**config.mk**
```make
export PLATFORM = sky130hd
export DESIGN_NAME = vga_timing_gen_flat
export DESIGN_NICKNAME = d
export VERILOG_FILES = /design/src/rtl/vga_timing_pkg.sv /design/src/rtl/vga_timing_gen_if.sv /design/src/rtl/vga_pix_prescaler.sv /design/src/rtl/vga_timing_gen.sv /design/src/flat_wrapper.sv
export SDC_FILE = /design/constraint.sdc
export NUM_CORES = 1
export LEC_CHECK = 0
export BUFFER_PORTS_ARGS = -buffer_cell sky130_fd_sc_hd__buf_2
export CELL_PAD_IN_SITES_DETAIL_PLACEMENT = 0
export CELL_PAD_IN_SITES_GLOBAL_PLACEMENT = 2
export CORE_ASPECT_RATIO = 0.9
export CORE_UTILIZATION = 30
export DETAILED_ROUTE_END_ITERATION = 12
export GPL_ROUTABILITY_DRIVEN = 0
export PLACE_DENSITY = 0.87
export SLEW_MARGIN = 10
export SYNTH_ARGS = -nofsm -noshare
export SYNTH_HDL_FRONTEND = slang
export SYNTH_HIERARCHICAL = 1
export SYNTH_SLANG_ARGS = --single-unit
```
**constraint.sdc**
```tcl
create_clock -name CLK -period 2.5 [get_ports CLK]
set_input_delay 0.375 -clock CLK [delete_from_list [all_inputs] [get_ports CLK]]
set_output_delay 0.375 -clock CLK [all_outputs]
set_load 0.02 [all_outputs]
```
**src/rtl/vga_timing_pkg.sv**
```systemverilog
`default_nettype none
// ============================================================================
// Module      : vga_timing_pkg
// Description : Shared types and mode constants for the VGA raster timing
//               generator and its clients. Holds the FSM state encoding,
//               a mode descriptor record, standard mode constant sets and
//               the sync inactive-level helper.
// Revision    : 1.0 - initial release
// ============================================================================
package vga_timing_pkg;

    // Raster FSM: INIT waits for the first pixel tick, RUN scans the raster.
    typedef enum logic [0:0] {
        ST_INIT = 1'b0,
        ST_RUN  = 1'b1
    } vga_state_t;

    // One complete video mode: horizontal values in pixels, vertical in lines.
    // Polarity 0 = active-low sync, 1 = active-high sync.
    typedef struct packed {
        int   h_active;
        int   h_fp;
        int   h_sync;
        int   h_bp;
        int   v_active;
        int   v_fp;
        int   v_sync;
        int   v_bp;
        logic hs_pol;
        logic vs_pol;
    } vga_mode_t;

    localparam vga_mode_t MODE_640X480_60 = '{
        h_active: 640,  h_fp: 16, h_sync: 96,  h_bp: 48,
        v_active: 480,  v_fp: 10, v_sync: 2,   v_bp: 33,
        hs_pol:   1'b0, vs_pol: 1'b0
    };

    localparam vga_mode_t MODE_800X600_60 = '{
        h_active: 800,  h_fp: 40, h_sync: 128, h_bp: 88,
        v_active: 600,  v_fp: 1,  v_sync: 4,   v_bp: 23,
        hs_pol:   1'b1, vs_pol: 1'b1
    };

    localparam vga_mode_t MODE_1024X768_60 = '{
        h_active: 1024, h_fp: 24, h_sync: 136, h_bp: 160,
        v_active: 768,  v_fp: 3,  v_sync: 6,   v_bp: 29,
        hs_pol:   1'b0, vs_pol: 1'b0
    };

    // Level a sync line rests at when not in its sync interval.
    function automatic logic sync_inactive(input logic pol);
        return ~pol;
    endfunction

endpackage : vga_timing_pkg
`default_nettype wire

```
**src/rtl/vga_timing_gen_if.sv**
```systemverilog
`default_nettype none
// ============================================================================
// Module      : vga_timing_gen_if
// Description : Raster timing bundle produced by vga_timing_gen and consumed
//               by pixel-generation blocks.
//               pix_en      - one-cycle strobe, new pixel outputs valid
//               HS, VS      - sync at configured polarity
//               x, y        - raw raster position including blanking
//               blank       - outside the active area
//               line_start  - pix_en qualified with x == 0
//               frame_start - pix_en qualified with x == 0 and y == 0
//               frame_cnt   - frames completed since reset (wrapping)
// Revision    : 1.0 - initial release
// ============================================================================
interface vga_timing_gen_if #(
    parameter int CW = 11,
    parameter int FW = 8
);
    logic          pix_en;
    logic          HS;
    logic          VS;
    logic [CW-1:0] x;
    logic [CW-1:0] y;
    logic          blank;
    logic          line_start;
    logic          frame_start;
    logic [FW-1:0] frame_cnt;

    modport master (
        output pix_en, HS, VS, x, y, blank, line_start, frame_start, frame_cnt
    );

    modport slave (
        input  pix_en, HS, VS, x, y, blank, line_start, frame_start, frame_cnt
    );
endinterface : vga_timing_gen_if
`default_nettype wire

```
**src/rtl/vga_pix_prescaler.sv**
```systemverilog
`default_nettype none
// ============================================================================
// Module      : vga_pix_prescaler
// Description : Integer rate divider. Counter pre runs 0..PRESCALE-1 and
//               wraps; tick is high while pre sits at its last value, so the
//               edge that wraps the counter is the tick edge. PRESCALE = 1
//               gives a permanently high tick.
//               Ports: CLK (in), RST_N (in, sync active-low), tick (out).
// Revision    : 1.0 - initial release
// ============================================================================
module vga_pix_prescaler #(
    parameter int PRESCALE = 4
) (
    input  logic CLK,
    input  logic RST_N,
    output logic tick
);

    localparam int               c_pw   = (PRESCALE > 1) ? $clog2(PRESCALE) : 1;
    localparam logic [c_pw-1:0] c_last = c_pw'(PRESCALE - 1);

    logic [c_pw-1:0] r_pre;

    always_ff @(posedge CLK) begin
        if (!RST_N) begin
            r_pre <= '0;
        end else if (r_pre == c_last) begin
            r_pre <= '0;
        end else begin
            r_pre <= r_pre + c_pw'(1);
        end
    end

    assign tick = (r_pre == c_last);

endmodule : vga_pix_prescaler
`default_nettype wire

```
**src/rtl/vga_timing_gen.sv**
```systemverilog
`default_nettype none
// ============================================================================
// Module      : vga_timing_gen
// Description : Parametrised VGA raster timing generator. A prescaler derives
//               the pixel tick from CLK; a two-state FSM walks the raster and
//               every output is registered on the tick edge so position,
//               sync, blank and markers stay mutually aligned.
//               Ports: CLK (in), RST_N (in, sync active-low),
//                      vid (vga_timing_gen_if.master, all raster outputs).
// Revision    : 1.0 - initial release
// ============================================================================
module vga_timing_gen
    import vga_timing_pkg::*;
#(
    parameter int H_ACTIVE = MODE_640X480_60.h_active,
    parameter int H_FP     = MODE_640X480_60.h_fp,
    parameter int H_SYNC   = MODE_640X480_60.h_sync,
    parameter int H_BP     = MODE_640X480_60.h_bp,
    parameter int V_ACTIVE = MODE_640X480_60.v_active,
    parameter int V_FP     = MODE_640X480_60.v_fp,
    parameter int V_SYNC   = MODE_640X480_60.v_sync,
    parameter int V_BP     = MODE_640X480_60.v_bp,
    parameter bit HS_POL   = MODE_640X480_60.hs_pol,
    parameter bit VS_POL   = MODE_640X480_60.vs_pol,
    parameter int PRESCALE = 4,
    parameter int CW       = 11,
    parameter int FW       = 8
) (
    input  logic              CLK,
    input  logic              RST_N,
    vga_timing_gen_if.master  vid
);

    localparam int c_h_total = H_ACTIVE + H_FP + H_SYNC + H_BP;
    localparam int c_v_total = V_ACTIVE + V_FP + V_SYNC + V_BP;

    // Sync intervals are held as inclusive bounds so that a mode whose total
    // is exactly 2^CW never needs a CW-bit value equal to the total.
    localparam logic [CW-1:0] c_h_last    = CW'(c_h_total - 1);
    localparam logic [CW-1:0] c_v_last    = CW'(c_v_total - 1);
    localparam logic [CW-1:0] c_h_act     = CW'(H_ACTIVE);
    localparam logic [CW-1:0] c_v_act     = CW'(V_ACTIVE);
    localparam logic [CW-1:0] c_hs_first  = CW'(H_ACTIVE + H_FP);
    localparam logic [CW-1:0] c_hs_last   = CW'(H_ACTIVE + H_FP + H_SYNC - 1);
    localparam logic [CW-1:0] c_vs_first  = CW'(V_ACTIVE + V_FP);
    localparam logic [CW-1:0] c_vs_last   = CW'(V_ACTIVE + V_FP + V_SYNC - 1);
    localparam logic          c_hs_off    = sync_inactive(HS_POL);
    localparam logic          c_vs_off    = sync_inactive(VS_POL);

    // ------------------------------------------------------------------
    // Pixel-rate strobe
    // ------------------------------------------------------------------
    logic w_tick;

    vga_pix_prescaler #(
        .PRESCALE (PRESCALE)
    ) u_prescaler (
        .CLK   (CLK),
        .RST_N (RST_N),
        .tick  (w_tick)
    );

    // ------------------------------------------------------------------
    // FSM state and registered outputs
    // ------------------------------------------------------------------
    vga_state_t     r_state;
    vga_state_t     w_state_nx;

    logic [CW-1:0]  r_x;
    logic [CW-1:0]  r_y;
    logic [FW-1:0]  r_frame_cnt;
    logic           r_pix_en;
    logic           r_hs;
    logic           r_vs;
    logic           r_blank;
    logic           r_line_start;
    logic           r_frame_start;

    logic [CW-1:0]  w_x_nx;
    logic [CW-1:0]  w_y_nx;
    logic [FW-1:0]  w_frame_cnt_nx;
    logic           w_load;
    logic           w_hs_nx;
    logic           w_vs_nx;
    logic           w_blank_nx;
    logic           w_origin_nx;

    always_ff @(posedge CLK) begin
        if (!RST_N) begin
            r_state <= ST_INIT;
        end else begin
            r_state <= w_state_nx;
        end
    end

    // Next position. INIT loads the origin on its first tick so pixel (0,0)
    // of frame 0 is shown rather than skipped; RUN advances on every tick.
    always_comb begin
        w_state_nx     = r_state;
        w_x_nx         = r_x;
        w_y_nx         = r_y;
        w_frame_cnt_nx = r_frame_cnt;
        w_load         = 1'b0;

        case (r_state)
            ST_INIT: begin
                if (w_tick) begin
                    w_x_nx     = '0;
                    w_y_nx     = '0;
                    w_load     = 1'b1;
                    w_state_nx = ST_RUN;
                end
            end
            ST_RUN: begin
                if (w_tick) begin
                    w_load = 1'b1;
                    if (r_x == c_h_last) begin
                        w_x_nx = '0;
                        if (r_y == c_v_last) begin
                            w_y_nx         = '0;
                            w_frame_cnt_nx = r_frame_cnt + FW'(1);
                        end else begin
                            w_y_nx = r_y + CW'(1);
                        end
                    end else begin
                        w_x_nx = r_x + CW'(1);
                    end
                end
            end
            default: begin
                w_state_nx = ST_INIT;
            end
        endcase
    end

    // Decodes are taken from the position about to be loaded, so sync and
    // blank land on the same edge as the coordinates they describe.
    always_comb begin
        w_blank_nx  = (w_x_nx >= c_h_act) || (w_y_nx >= c_v_act);
        w_hs_nx     = ((w_x_nx >= c_hs_first) && (w_x_nx <= c_hs_last)) ? HS_POL : c_hs_off;
        w_vs_nx     = ((w_y_nx >= c_vs_first) && (w_y_nx <= c_vs_last)) ? VS_POL : c_vs_off;
        w_origin_nx = (w_x_nx == '0) && (w_y_nx == '0);
    end

    always_ff @(posedge CLK) begin
        if (!RST_N) begin
            r_x           <= '0;
            r_y           <= '0;
            r_frame_cnt   <= '0;
            r_pix_en      <= 1'b0;
            r_hs          <= c_hs_off;
            r_vs          <= c_vs_off;
            r_blank       <= 1'b1;
            r_line_start  <= 1'b0;
            r_frame_start <= 1'b0;
        end else begin
            // Strobes last exactly one cycle; everything else holds between ticks.
            r_pix_en      <= w_load;
            r_line_start  <= w_load && (w_x_nx == '0);
            r_frame_start <= w_load && w_origin_nx;
            if (w_load) begin
                r_x         <= w_x_nx;
                r_y         <= w_y_nx;
                r_frame_cnt <= w_frame_cnt_nx;
                r_hs        <= w_hs_nx;
                r_vs        <= w_vs_nx;
                r_blank     <= w_blank_nx;
            end
        end
    end

    assign vid.pix_en      = r_pix_en;
    assign vid.HS          = r_hs;
    assign vid.VS          = r_vs;
    assign vid.x           = r_x;
    assign vid.y           = r_y;
    assign vid.blank       = r_blank;
    assign vid.line_start  = r_line_start;
    assign vid.frame_start = r_frame_start;
    assign vid.frame_cnt   = r_frame_cnt;

endmodule : vga_timing_gen
`default_nettype wire
```
**src/flat_wrapper.sv**
```systemverilog
// flat-port wrapper written by rule: the top's interface ports become plain ports
module vga_timing_gen_flat import vga_timing_pkg::*;
#(
    parameter int H_ACTIVE = MODE_640X480_60.h_active,
    parameter int H_FP     = MODE_640X480_60.h_fp,
    parameter int H_SYNC   = MODE_640X480_60.h_sync,
    parameter int H_BP     = MODE_640X480_60.h_bp,
    parameter int V_ACTIVE = MODE_640X480_60.v_active,
    parameter int V_FP     = MODE_640X480_60.v_fp,
    parameter int V_SYNC   = MODE_640X480_60.v_sync,
    parameter int V_BP     = MODE_640X480_60.v_bp,
    parameter bit HS_POL   = MODE_640X480_60.hs_pol,
    parameter bit VS_POL   = MODE_640X480_60.vs_pol,
    parameter int PRESCALE = 4,
    parameter int CW       = 11,
    parameter int FW       = 8
)
  (CLK, RST_N, vid_pix_en, vid_HS, vid_VS, vid_x, vid_y, vid_blank, vid_line_start, vid_frame_start, vid_frame_cnt);
  vga_timing_gen_if #(.CW(CW), .FW(FW)) vid_i ();
  input  logic CLK;
  input  logic RST_N;
  output wire logic [$bits(vid_i.pix_en)-1:0] vid_pix_en;
  output wire logic [$bits(vid_i.HS)-1:0] vid_HS;
  output wire logic [$bits(vid_i.VS)-1:0] vid_VS;
  output wire logic [$bits(vid_i.x)-1:0] vid_x;
  output wire logic [$bits(vid_i.y)-1:0] vid_y;
  output wire logic [$bits(vid_i.blank)-1:0] vid_blank;
  output wire logic [$bits(vid_i.line_start)-1:0] vid_line_start;
  output wire logic [$bits(vid_i.frame_start)-1:0] vid_frame_start;
  output wire logic [$bits(vid_i.frame_cnt)-1:0] vid_frame_cnt;
  assign vid_pix_en = vid_i.pix_en;
  assign vid_HS = vid_i.HS;
  assign vid_VS = vid_i.VS;
  assign vid_x = vid_i.x;
  assign vid_y = vid_i.y;
  assign vid_blank = vid_i.blank;
  assign vid_line_start = vid_i.line_start;
  assign vid_frame_start = vid_i.frame_start;
  assign vid_frame_cnt = vid_i.frame_cnt;
  vga_timing_gen #(.H_ACTIVE(H_ACTIVE), .H_FP(H_FP), .H_SYNC(H_SYNC), .H_BP(H_BP), .V_ACTIVE(V_ACTIVE), .V_FP(V_FP), .V_SYNC(V_SYNC), .V_BP(V_BP), .HS_POL(HS_POL), .VS_POL(VS_POL), .PRESCALE(PRESCALE), .CW(CW), .FW(FW)) u_core (.CLK(CLK), .RST_N(RST_N), .vid(vid_i));
endmodule
```
==> run metrics <==
transition at the pin with the smallest max-transition slack=0.9911 ns; accumulated negative setup slack=-0.1954 ns; result of the run=finished with violations; worst stage delay on the critical path=0.59 ns; ant diodes=0; iteration-0 DRC count of the detailed router=149; critical path depth=7; worst-skew pair later-pin latency=0.29 ns; Final Cell Area=0.003117 mm2; Seq cells post-synth=39; post-synthesis share of cell area spent on full adders, half adders and majority gates=2.767%; Root Buffer=sky130_fd_sc_hd__clkbuf_8; final routed wirelength across all metal layers=6.785 mm; fraction of synthesized cell area taken by the top area cell type=34.53%; Worst Setup SP=u_core/vid.x[10]$_SDFFE_PN0P_; list of cells traversed by the critical path=or4_4, nor3_2, nand3_1, o41ai_2, nand4_1, nor4_1, a21oi_1; I/O Pins=38; mux cell area share after synthesis=1.384%; area fraction in compound gates after synthesis=18.82%; Post-DRT Antenna Nets=0; max-cap viol count=0; Avg Vias per Cell=5.275; commonest non-fill, non-tap cells in the layout=53 x sky130_fd_sc_hd__buf_4, 37 x sky130_fd_sc_hd__buf_2, 34 x sky130_fd_sc_hd__dfxtp_1, 19 x sky130_fd_sc_hd__nand2_1, 18 x sky130_fd_sc_hd__nor2_1; gate count of the mapped netlist=272; GRT Util Overall=17.14%; # nets final=364; internal power of the cells=964.1 uW; crit path max-delay cell type=sky130_fd_sc_hd__or4_4; first-pass GRT wire length=10.61 mm; area of the die=0.007888 mm2; data required time at the worst endpoint=2.67 ns; share of total power in sequential cells=50.6%; Synthesis Warnings=6; die extent in y=84.36 um; start-to-end type of the worst setup path=reg2reg; depth of the CTS H-tree=2; startpoint type of the worst setup path=register; largest fanout on the critical path=6; # setup viols final=3; final number of hold-violating endpoints=0; failing checks=setup timing; floorplan core area=0.007184 mm2; residual DRC count=0; share of power burned in combinational logic=7.3%; capturing element type of the critical path=register; commonest non-fill, non-tap cell in the layout=sky130_fd_sc_hd__buf_4; DRT Pass-1 Iters=4; fraction of synthesized cell area in xor and xnor cells=2.712%; end of the critical path=u_core/vid.VS$_SDFFE_PN1P_; signed area change from the synthesized netlist to the final layout=37.85%; switching power of the nets=293.3 uW; unique cell type count in the Yosys netlist=63; net count after synthesis=279; wire length per cell=15.04 um; ratio of final minimum period to clock period=103.7%; Slew Limit Headroom=33.06%; Net Sw Frac=23.33%; biggest area contributors in the synthesized netlist=sky130_fd_sc_hd__dfxtp_1 35%, sky130_fd_sc_hd__and2_1 4.2%, sky130_fd_sc_hd__nand4_1 4.2%; post-synthesis sequential area ratio=34.53%; cell family with most CP delay=simple AND/OR/NAND/NOR gates; area of all sequential standard cells=789.5 um2; area of placed instances=0.002930 mm2; number of global-route vias before repair=2,128; antenna violations before repair=0; worst path setup slack after routing=-0.09291 ns; number of buffers added to fix hold violations after cts=0; Layout Skew=0.004317 ns; clk slew on worst S/H paths=0.08 ns; cell taking the most area after synthesis=sky130_fd_sc_hd__dfxtp_1; Register-to-Register Path Depth=7; Hold/Removal Path Class=in2reg; Multi-input gate area=0.001423 mm2; number of pins exceeding their max-slew limit in the final report=0; initial standard-cell utilization of the core=31.47%; fraction of registers with async set or reset after synthesis=0%; Synth Flop Type=sky130_fd_sc_hd__dfxtp_1; worst reg2reg path endpoint=u_core/vid.VS$_SDFFE_PN1P_; f_max=0.3857 GHz; # port buffers=37; minimum clock period after layout=2.593 ns; part of the power in the clock network=42.1%; overflow left after global routing=0; routed vias=2,379; number of enable-type register cells in the synthesized netlist=0; Post-Syn Area per Cell=8.312 um2; layout cell share with drive strength beyond 1=35.20%; Die X=93.51 um; TritonCTS clock tree=built; buffering stage count on the worst path with inverters included=0; Cell Rows=29; worst ir drop on vdd=0.0002096 V; Synth Area in Simple Gates=35.31%; mapped cell area=0.002261 mm2; RR Startpoint=u_core/vid.x[10]$_SDFFE_PN0P_; reg-to-reg slack, setup=-0.09 ns; number of buffers inserted during clock tree synthesis=5; arrival time worst endpoint=2.76 ns; Clock Sink Count=39; number of buffers on the longest clock path=2; power density over cell area=403.4 mW/mm2; maximum number of pins on one net before global-route repair=37; fill cell count=721; unrepaired setup endpoints after global routing=yes; Static Leakage=1.341 nW; largest family of logic cells by synthesized area=simple AND/OR/NAND/NOR gates; Post-DP HPWL=5.050 mm
-- routing by layer --
metal | up-vias | wire length (um) | track usage [%]
met1 | 1109 | 3300 | 25.22
li1 | 1181 | - | -
met3 | 2 | 379 | 3.442
met4 | 0 | 25 | 4.056
met2 | 87 | 3080 | 25.53
met5 | - | 0 | 0
-- stage by stage --
step | utilization (%) | hold WS, ns | total power [mW] | setup WS [ns] | std cells
after detailed placement | 40.79 | 0.4347 | 0.7338 | -0.05095 | 439
after CTS | 42.35 | 0.4304 | 1.265 | -0.06810 | 447
after global routing | 43.38 | 0.4588 | 1.306 | -0.1902 | 451
after floorplan | - | 0.4191 | 0.6974 | 0.002204 | 272
final | 43.38 | 0.4460 | 1.257 | -0.09291 | 451
after global placement | 40.79 | 0.4307 | 0.7344 | -0.08816 | 439
-- synthesized netlist by cell type, types with 3 or more instances --
master,number
sky130_fd_sc_hd__nor3_1,7
sky130_fd_sc_hd__and3_1,4
sky130_fd_sc_hd__clkbuf_1,13
sky130_fd_sc_hd__o21ai_1,3
sky130_fd_sc_hd__xnor2_1,4
sky130_fd_sc_hd__a31oi_1,6
sky130_fd_sc_hd__o41ai_1,3
sky130_fd_sc_hd__nor2_1,18
sky130_fd_sc_hd__inv_1,10
sky130_fd_sc_hd__nor4_1,6
sky130_fd_sc_hd__nand4_1,15
sky130_fd_sc_hd__and2_1,15
sky130_fd_sc_hd__nand3_1,10
sky130_fd_sc_hd__a21oi_1,6
sky130_fd_sc_hd__nor2b_1,6
sky130_fd_sc_hd__or3_1,5
sky130_fd_sc_hd__o21a_1,4
sky130_fd_sc_hd__xor2_1,3
sky130_fd_sc_hd__nand2_1,19
sky130_fd_sc_hd__o21ai_0,16
sky130_fd_sc_hd__ha_1,5
sky130_fd_sc_hd__dfxtp_1,39
-- tightest hold or removal path: cells and delay by family --
kind	cells	cell delay [ns]
simple gates	1	0.10
buf+inv	2	0.21
-- sequential cells by signal (all words and copies together) (netlist names) --
signal                    cells
u_core/vid.frame_start        1
u_core/u_prescaler/r_pre      2
u_core/vid.y                 11
u_core/vid.HS                 1
u_core/vid.x                 11
u_core/vid.line_start         1
u_core/vid.pix_en             1
u_core/vid.VS                 1
u_core/vid.frame_cnt          8
u_core/vid.blank              1
u_core/r_state                1
-- power groups by stage --
stage,Clock [mW],Sequential [mW],Combinational (mW)
after detailed placement,0,0.649,0.0850
final,0.530,0.636,0.0918
after global placement,0,0.648,0.0860
after global routing,0.570,0.637,0.0992
after floorplan,0,0.650,0.0477
after CTS,0.546,0.634,0.0857
-- worst min path at each step --
| stage | end | start | depth (start not counted) |
|---|---|---|---|
| 3_5_place_dp | u_core/u_prescaler/r_pre[0]$_SDFF_PP0_ | u_core/u_prescaler/r_pre[0]$_SDFF_PP0_ | 1 |
| 5_1_grt | u_core/u_prescaler/r_pre[0]$_SDFF_PP0_ | u_core/u_prescaler/r_pre[0]$_SDFF_PP0_ | 1 |
| 4_1_cts | u_core/vid.pix_en$_SDFF_PN0_ | RST_N | 3 |
| 3_3_place_gp | u_core/u_prescaler/r_pre[0]$_SDFF_PP0_ | u_core/u_prescaler/r_pre[0]$_SDFF_PP0_ | 1 |
| 6_report | u_core/vid.pix_en$_SDFF_PN0_ | RST_N | 3 |
| 2_1_floorplan | u_core/u_prescaler/r_pre[0]$_SDFF_PP0_ | u_core/u_prescaler/r_pre[0]$_SDFF_PP0_ | 1 |
-- cell families after synthesis --
family | Yosys count
AO/OA/AOI/OAI | 61
XOR/XNOR | 7
adder cells (fa/ha/maj) | 5
buffers and inverters | 25
flip-flops | 39
multiplexers | 3
AND/OR/NAND/NOR | 132
-- area by class of cell --
| cell class | count | area share, % |
|---|---|---|
| inverters | 10 | 1.325 |
| repair buffers | 93 | 20.35 |
| well taps | 93 | 3.733 |
| clock buffers | 5 | 2.208 |
| multi-input cells | 208 | 45.64 |
| clock inverters | 3 | 1.405 |
| flip-flops and latches | 39 | 25.33 |
-- what timing repair did --
action / in CTS / in global routing
buffers inserted: 0 / 4
resized for setup: 2 / 10
hold endpoints to repair: 0 / 0
setup endpoints to repair: 2 / 8
pin swaps: 1 / 5
Power figures use the tool's default switching activity.
